<file path="config.mk">
export PLATFORM = sky130hd
export DESIGN_NAME = easyobv_axis_stats_mc
export DESIGN_NICKNAME = d
export VERILOG_FILES = /design/src/rtl/easyobv_axis_stats_mc.sv
export SDC_FILE = /design/constraint.sdc
export NUM_CORES = 2
export LEC_CHECK = 0
export BUFFER_PORTS_ARGS = -buffer_cell sky130_fd_sc_hd__buf_2
export CAP_MARGIN = 20
export CORE_UTILIZATION = 66
export CTS_CLUSTER_DIAMETER = 150
export DETAILED_ROUTE_END_ITERATION = 8
export PLACE_DENSITY_LB_ADDON = 0.25
export SYNTH_ARGS = -nofsm -noshare
export SYNTH_HDL_FRONTEND = slang
export SYNTH_SLANG_ARGS = --single-unit
</file>
<file path="constraint.sdc">
create_clock -name clk -period 11.25 [get_ports clk]
set_input_delay 2.25 -clock clk [delete_from_list [all_inputs] [get_ports clk]]
set_output_delay 2.25 -clock clk [all_outputs]
set_load 0.05 [all_outputs]
</file>
<file path="src/rtl/easyobv_axis_stats_mc.sv">
// Passive multi-channel AXI4-Stream statistics monitor: per-tdest packet, beat and byte
// counts plus packet-length range, gathered over a start/stop or fixed-length window.
module easyobv_axis_stats_mc #(
   parameter int DWIDTH     = 32,
   parameter int NUM_CH     = 4,
   parameter int DEST_WIDTH = 2,
   parameter int HAS_READY  = 1,
   parameter int HAS_KEEP   = 1,
   parameter int HAS_LAST   = 1,
   parameter int CNT_WIDTH  = 48,
   parameter int LEN_WIDTH  = 16,
   localparam int KW        = DWIDTH / 8,
   localparam int RD_W      = (NUM_CH > 1) ? $clog2(NUM_CH) : 1
) (
   input  logic                  clk,
   input  logic                  rst,
   input  logic                  mon_tvalid,
   input  logic                  mon_tready,
   input  logic [KW-1:0]         mon_tkeep,
   input  logic                  mon_tlast,
   input  logic [DEST_WIDTH-1:0] mon_tdest,
   input  logic                  start,
   input  logic                  stop,
   input  logic                  clear,
   input  logic [31:0]           window_cycles,
   input  logic [RD_W-1:0]       rd_ch,
   output logic [CNT_WIDTH-1:0]  rd_pkt_cnt,
   output logic [CNT_WIDTH-1:0]  rd_beat_cnt,
   output logic [CNT_WIDTH-1:0]  rd_byte_cnt,
   output logic [LEN_WIDTH-1:0]  rd_min_len,
   output logic [LEN_WIDTH-1:0]  rd_max_len,
   output logic [CNT_WIDTH-1:0]  unmapped_cnt,
   output logic [CNT_WIDTH-1:0]  elapsed_cnt,
   output logic                  busy,
   output logic                  done
);

   typedef enum logic [1:0] {S_IDLE, S_RUN, S_DONE} state_t;

   localparam bit NO_READY = (HAS_READY == 0);
   localparam bit NO_LAST  = (HAS_LAST == 0);

   function automatic logic [CNT_WIDTH-1:0] popcount(input logic [KW-1:0] k);
      logic [CNT_WIDTH-1:0] n;
      n = '0;
      for (int j = 0; j < KW; j++) n = n + CNT_WIDTH'(k[j]);
      return n;
   endfunction

   function automatic logic [LEN_WIDTH-1:0] sat_inc(input logic [LEN_WIDTH-1:0] v);
      return (v == '1) ? v : v + 1'b1;
   endfunction

   state_t               state_q, state_d;
   logic [31:0]          win_q, win_d, win_cnt_q, win_cnt_d;
   logic [CNT_WIDTH-1:0] elapsed_q, elapsed_d, unmapped_q, unmapped_d;
   logic [CNT_WIDTH-1:0] pkt_q [NUM_CH], pkt_d [NUM_CH];
   logic [CNT_WIDTH-1:0] beat_q [NUM_CH], beat_d [NUM_CH];
   logic [CNT_WIDTH-1:0] byte_q [NUM_CH], byte_d [NUM_CH];
   logic [LEN_WIDTH-1:0] min_len_q [NUM_CH], min_len_d [NUM_CH];
   logic [LEN_WIDTH-1:0] max_len_q [NUM_CH], max_len_d [NUM_CH];
   logic [LEN_WIDTH-1:0] cur_len_q [NUM_CH], cur_len_d [NUM_CH];
   logic [NUM_CH-1:0]    open_q, open_d, first_run_q, first_run_d;
   logic [CNT_WIDTH-1:0] rd_pkt_q, rd_pkt_d, rd_beat_q, rd_beat_d, rd_byte_q, rd_byte_d;
   logic [LEN_WIDTH-1:0] rd_min_q, rd_min_d, rd_max_q, rd_max_d;

   logic                 acc, running, mapped, beat_last, hit, pkt_first;
   logic [CNT_WIDTH-1:0] beat_bytes;
   logic [LEN_WIDTH-1:0] nxt_len;

   always_comb begin
      state_d     = state_q;
      win_d       = win_q;
      win_cnt_d   = win_cnt_q;
      elapsed_d   = elapsed_q;
      unmapped_d  = unmapped_q;
      pkt_d       = pkt_q;
      beat_d      = beat_q;
      byte_d      = byte_q;
      min_len_d   = min_len_q;
      max_len_d   = max_len_q;
      cur_len_d   = cur_len_q;
      open_d      = open_q;
      first_run_d = first_run_q;
      hit         = 1'b0;
      pkt_first   = 1'b0;
      nxt_len     = '0;

      acc        = mon_tvalid & (mon_tready | NO_READY);
      beat_bytes = (HAS_KEEP != 0) ? popcount(mon_tkeep) : CNT_WIDTH'(KW);
      beat_last  = mon_tlast | NO_LAST;
      running    = (state_q == S_RUN);
      mapped     = 32'(mon_tdest) < NUM_CH;

      // Packet framing is followed in every state; only RUN updates the statistics.
      for (int i = 0; i < NUM_CH; i++) begin
         hit       = acc & (32'(mon_tdest) == i);
         nxt_len   = open_q[i] ? sat_inc(cur_len_q[i]) : LEN_WIDTH'(1);
         pkt_first = open_q[i] ? first_run_q[i] : running;
         if (hit) begin
            open_d[i]      = ~beat_last;
            cur_len_d[i]   = beat_last ? '0 : nxt_len;
            first_run_d[i] = beat_last ? 1'b0 : pkt_first;
            if (running) begin
               beat_d[i] = beat_q[i] + 1'b1;
               byte_d[i] = byte_q[i] + beat_bytes;
               if (beat_last && pkt_first) begin
                  pkt_d[i] = pkt_q[i] + 1'b1;
                  if (nxt_len < min_len_q[i]) min_len_d[i] = nxt_len;
                  if (nxt_len > max_len_q[i]) max_len_d[i] = nxt_len;
               end
            end
         end
      end
      if (running && acc && !mapped) unmapped_d = unmapped_q + 1'b1;

      case (state_q)
         S_RUN: begin
            elapsed_d = elapsed_q + 1'b1;
            win_cnt_d = win_cnt_q + 1'b1;
            if (stop || ((win_q != '0) && (win_cnt_q + 1'b1 == win_q))) state_d = S_DONE;
         end
         default: begin
            if (start) begin
               state_d   = S_RUN;
               win_d     = window_cycles;
               win_cnt_d = '0;
            end
         end
      endcase

      if (clear) begin
         state_d     = S_IDLE;
         win_cnt_d   = '0;
         elapsed_d   = '0;
         unmapped_d  = '0;
         open_d      = '0;
         first_run_d = '0;
         for (int i = 0; i < NUM_CH; i++) begin
            pkt_d[i]     = '0;
            beat_d[i]    = '0;
            byte_d[i]    = '0;
            min_len_d[i] = '1;
            max_len_d[i] = '0;
            cur_len_d[i] = '0;
         end
      end

      rd_pkt_d  = '0;
      rd_beat_d = '0;
      rd_byte_d = '0;
      rd_min_d  = '1;
      rd_max_d  = '0;
      for (int i = 0; i < NUM_CH; i++) begin
         if (32'(rd_ch) == i) begin
            rd_pkt_d  = pkt_q[i];
            rd_beat_d = beat_q[i];
            rd_byte_d = byte_q[i];
            rd_min_d  = min_len_q[i];
            rd_max_d  = max_len_q[i];
         end
      end
   end

   always_ff @(posedge clk) begin
      if (rst) begin
         state_q     <= S_IDLE;
         win_q       <= '0;
         win_cnt_q   <= '0;
         elapsed_q   <= '0;
         unmapped_q  <= '0;
         open_q      <= '0;
         first_run_q <= '0;
         for (int i = 0; i < NUM_CH; i++) begin
            pkt_q[i]     <= '0;
            beat_q[i]    <= '0;
            byte_q[i]    <= '0;
            min_len_q[i] <= '1;
            max_len_q[i] <= '0;
            cur_len_q[i] <= '0;
         end
         rd_pkt_q  <= '0;
         rd_beat_q <= '0;
         rd_byte_q <= '0;
         rd_min_q  <= '1;
         rd_max_q  <= '0;
      end else begin
         state_q     <= state_d;
         win_q       <= win_d;
         win_cnt_q   <= win_cnt_d;
         elapsed_q   <= elapsed_d;
         unmapped_q  <= unmapped_d;
         open_q      <= open_d;
         first_run_q <= first_run_d;
         pkt_q       <= pkt_d;
         beat_q      <= beat_d;
         byte_q      <= byte_d;
         min_len_q   <= min_len_d;
         max_len_q   <= max_len_d;
         cur_len_q   <= cur_len_d;
         rd_pkt_q    <= rd_pkt_d;
         rd_beat_q   <= rd_beat_d;
         rd_byte_q   <= rd_byte_d;
         rd_min_q    <= rd_min_d;
         rd_max_q    <= rd_max_d;
      end
   end

   assign rd_pkt_cnt   = rd_pkt_q;
   assign rd_beat_cnt  = rd_beat_q;
   assign rd_byte_cnt  = rd_byte_q;
   assign rd_min_len   = rd_min_q;
   assign rd_max_len   = rd_max_q;
   assign unmapped_cnt = unmapped_q;
   assign elapsed_cnt  = elapsed_q;
   assign busy         = (state_q == S_RUN);
   assign done         = (state_q == S_DONE);

endmodule
</file>
==> results.yml <==
clock_network:
  ctsRootBufferMaster: "clkbuf_16"
  clockBufferDepth: 3
  cts_tree: "done"
  hold_buffers: 0
  cts_buffers: 107
  htree_levels: 3
  numClockSinks: 1066
  cts.clk_slew.worst_paths_ns: 0.06
  clock_latency_ns: 0.69
  cts_setup_buffers: 0
  ctsResizeCount: 0
sta:
  hold_violations: 0
  timing.final.crit_period_ns: 5.279
  worst_slack_ns: 5.971
  tns_ns: 0
  slew_headroom_pct: 25.94
  finalSetupViolCount: 0
  slew_violations: 0
  fmax_mhz: 189.4
  tightest_slew_ns: 1.083
  skew_ns: 0.03059
  finalCritPeriodShare_pct: 46.93
  grt_setup_unrepaired: "no"
die:
  die-area_um2: 80510
  die_y_um: 283.7
  coreArea_um2: 77980
  rows: 102
  ioPinCount: 322
  start_util_pct: 67.19
  die_w_um: 283.7
synth:
  synth_area_leaders: "dfxtp_1 (41%), mux4_2 (7.6%), xor2_1 (5.8%)"
  yosysSeqAreaShare_pct: 40.73
  synth_edf_count: 0
  synthCells: 5895
  synth_area_leader_cell: "dfxtp_1"
  mappedNetlistArea_um2: 52390
  avgSynthCellArea_um2: 8.887
  yosysWarnings: 0
  async_reset_ff_share_pct: 0
  synth_top_area_share_pct: 40.73
  synthFlopType: "dfxtp_1"
  synth.distinct_cells: 99
  synth-seq-cells: 1066
global_route:
  antenna_found_initial: 8
  grt_max_degree: 220
  grt_overflow_total: 0
  grt_use_total_pct: 32.84
  grt_pass1_wl_um: 217600
  grt_pass1_vias: 41460
worst_hold_path:
  hp-class: "register to register"
cells_and_area:
  fillers: 5616
  final_area_um2: 58010
  final_cell_mix: "dfxtp_1 (1066), nor2_1 (770), nand2_1 (535), xor2_1 (345), nand3_1 (314)"
  layout.nets: 6224
  final_common_cell: "dfxtp_1"
  drive_gt1_share_pct: 12.43
  syn2layout_area_growth_pct: 10.73
detailed_routing:
  wl_per_cell_um: 18.92
  drc: 0
  ant_nets: 0
  dr_total_vias: 43910
  drt-vias-per-instance: 6.126
  drtIter0Drc: 4166
  first_pass_iters: 6
  wirelength_um: 135600
pwr:
  ir_worst_vdd_mv: 0.1429
  total_power_mw: 7.898
  power.leakage_nw: 21.40
  power_density_nw_per_um2: 136.1
setup_path:
  required_ns: 11.79
  startpoint_type: "primary input"
  critical_path_arrival_ns: 5.81
  cp-end-kind: "register"
  path_max_fanout: 8
  critical_path_class: "primary input to register"
placed_design:
  dp_worst_setup_slack_ns: 5.312
  placed_cell_area_um2: 54090
  io_buffers: 273
  dpl.hpwl_um: 94740
  place_congestion: 0.9534
run:
  cap_violations: 0
status:
  run_status: "finished clean"
-- synthesized netlist by cell type (all sizes together) (142+ instances only) --
cell	count
mux4	176
nor2b	183
xnor2	234
nand2	535
nor2	772
a21oi	298
nand3	314
nand4	157
or3	142
clkbuf	235
o21ai	229
dfxtp	1066
inv	184
xor2	345
-- kinds of logic (layout without fill, tap and decap cells) --
group	after synthesis	count (layout)	share of synthesized area (%)
adder cells (fa/ha/maj)	142	142	3.458
other	1	52	0.007158
buffers and inverters	526	708	4.263
XOR/XNOR	579	579	9.679
multiplexers	200	200	8.024
flip-flops	1066	1066	40.73
AO/OA/AOI/OAI	778	778	8.898
AND/OR/NAND/NOR	2603	2603	24.94
-- path summary, 6_finish.rpt --
kind	end	startpoint	depth (start not counted)	slack, ns
setup / recovery	byte_q[28]	mon_tkeep[0]	12	5.97
hold / removal	first_run_q[3]	first_run_q[3]	2	0.46
setup reg to reg	max_len_q[35]	cur_len_q[32]	17	6.17
hold reg to reg	first_run_q[3]	first_run_q[3]	2	0.46
-- through the flow --
| stage | hold slack [ns] | cells | util [%] |
|---|---|---|---|
| 2_1_floorplan | 0.4322 | 5942 | - |
| 5_1_grt | 0.4927 | 7165 | 74.39 |
| 4_1_cts | 0.4560 | 7156 | 74.25 |
| 3_3_place_gp | 0.4446 | 6957 | 69.35 |
| 6_report | 0.4572 | 7168 | 74.40 |
| 3_5_place_dp | 0.4480 | 6958 | 69.37 |
-- power breakdown --
| part | switching, mW | internal [mW] | total [mW] |
|---|---|---|---|
| sequential | 0.0106 | 3.78 | 3.79 |
| clock | 1.55 | 2.29 | 3.84 |
| combinational | 0.197 | 0.0674 | 0.264 |
-- flip-flops by register name, summed over array words and instances, names as in the netlist, 64 cells and up --
signal	count
beat_q	192
byte_q	192
cur_len_q	64
max_len_q	64
min_len_q	64
pkt_q	192
-- metal layers --
metal  vias to the layer above  wire [um]  GRT usage [%]
met4                         6       5853          14.49
met2                      1684      63300          53.45
li1                      20820          -              -
met5                         -         40              0
met3                       317       9831          4.526
met1                     21090      56560          43.61
-- layout make-up --
cell class	count	area, um2	share of cell area, %
Antenna cell	4	10.01	0.01725
Clock buffer	143	3045	5.250
Clock inverter	55	757.0	1.305
Inverter	187	701.9	1.210
Multi-Input combinational cell	4350	29020	50.03
Sequential cell	1066	21340	36.79
Tap cell	1040	1301	2.243
Timing Repair Buffer	323	1834	3.162
-- worst max-delay path, stage by stage --
cell and delay, ns:
buf_2 0.11, fa_1 0.49, ha_1 0.20, ha_1 0.53
fa_1 0.29, a21o_1 0.12, nand3_1 0.24, nor4_1 0.81
nand3_1 0.31, nor3_1 0.26, xnor2_1 0.15, nor2_1 0.05
(Power assumes the default switching activity.)
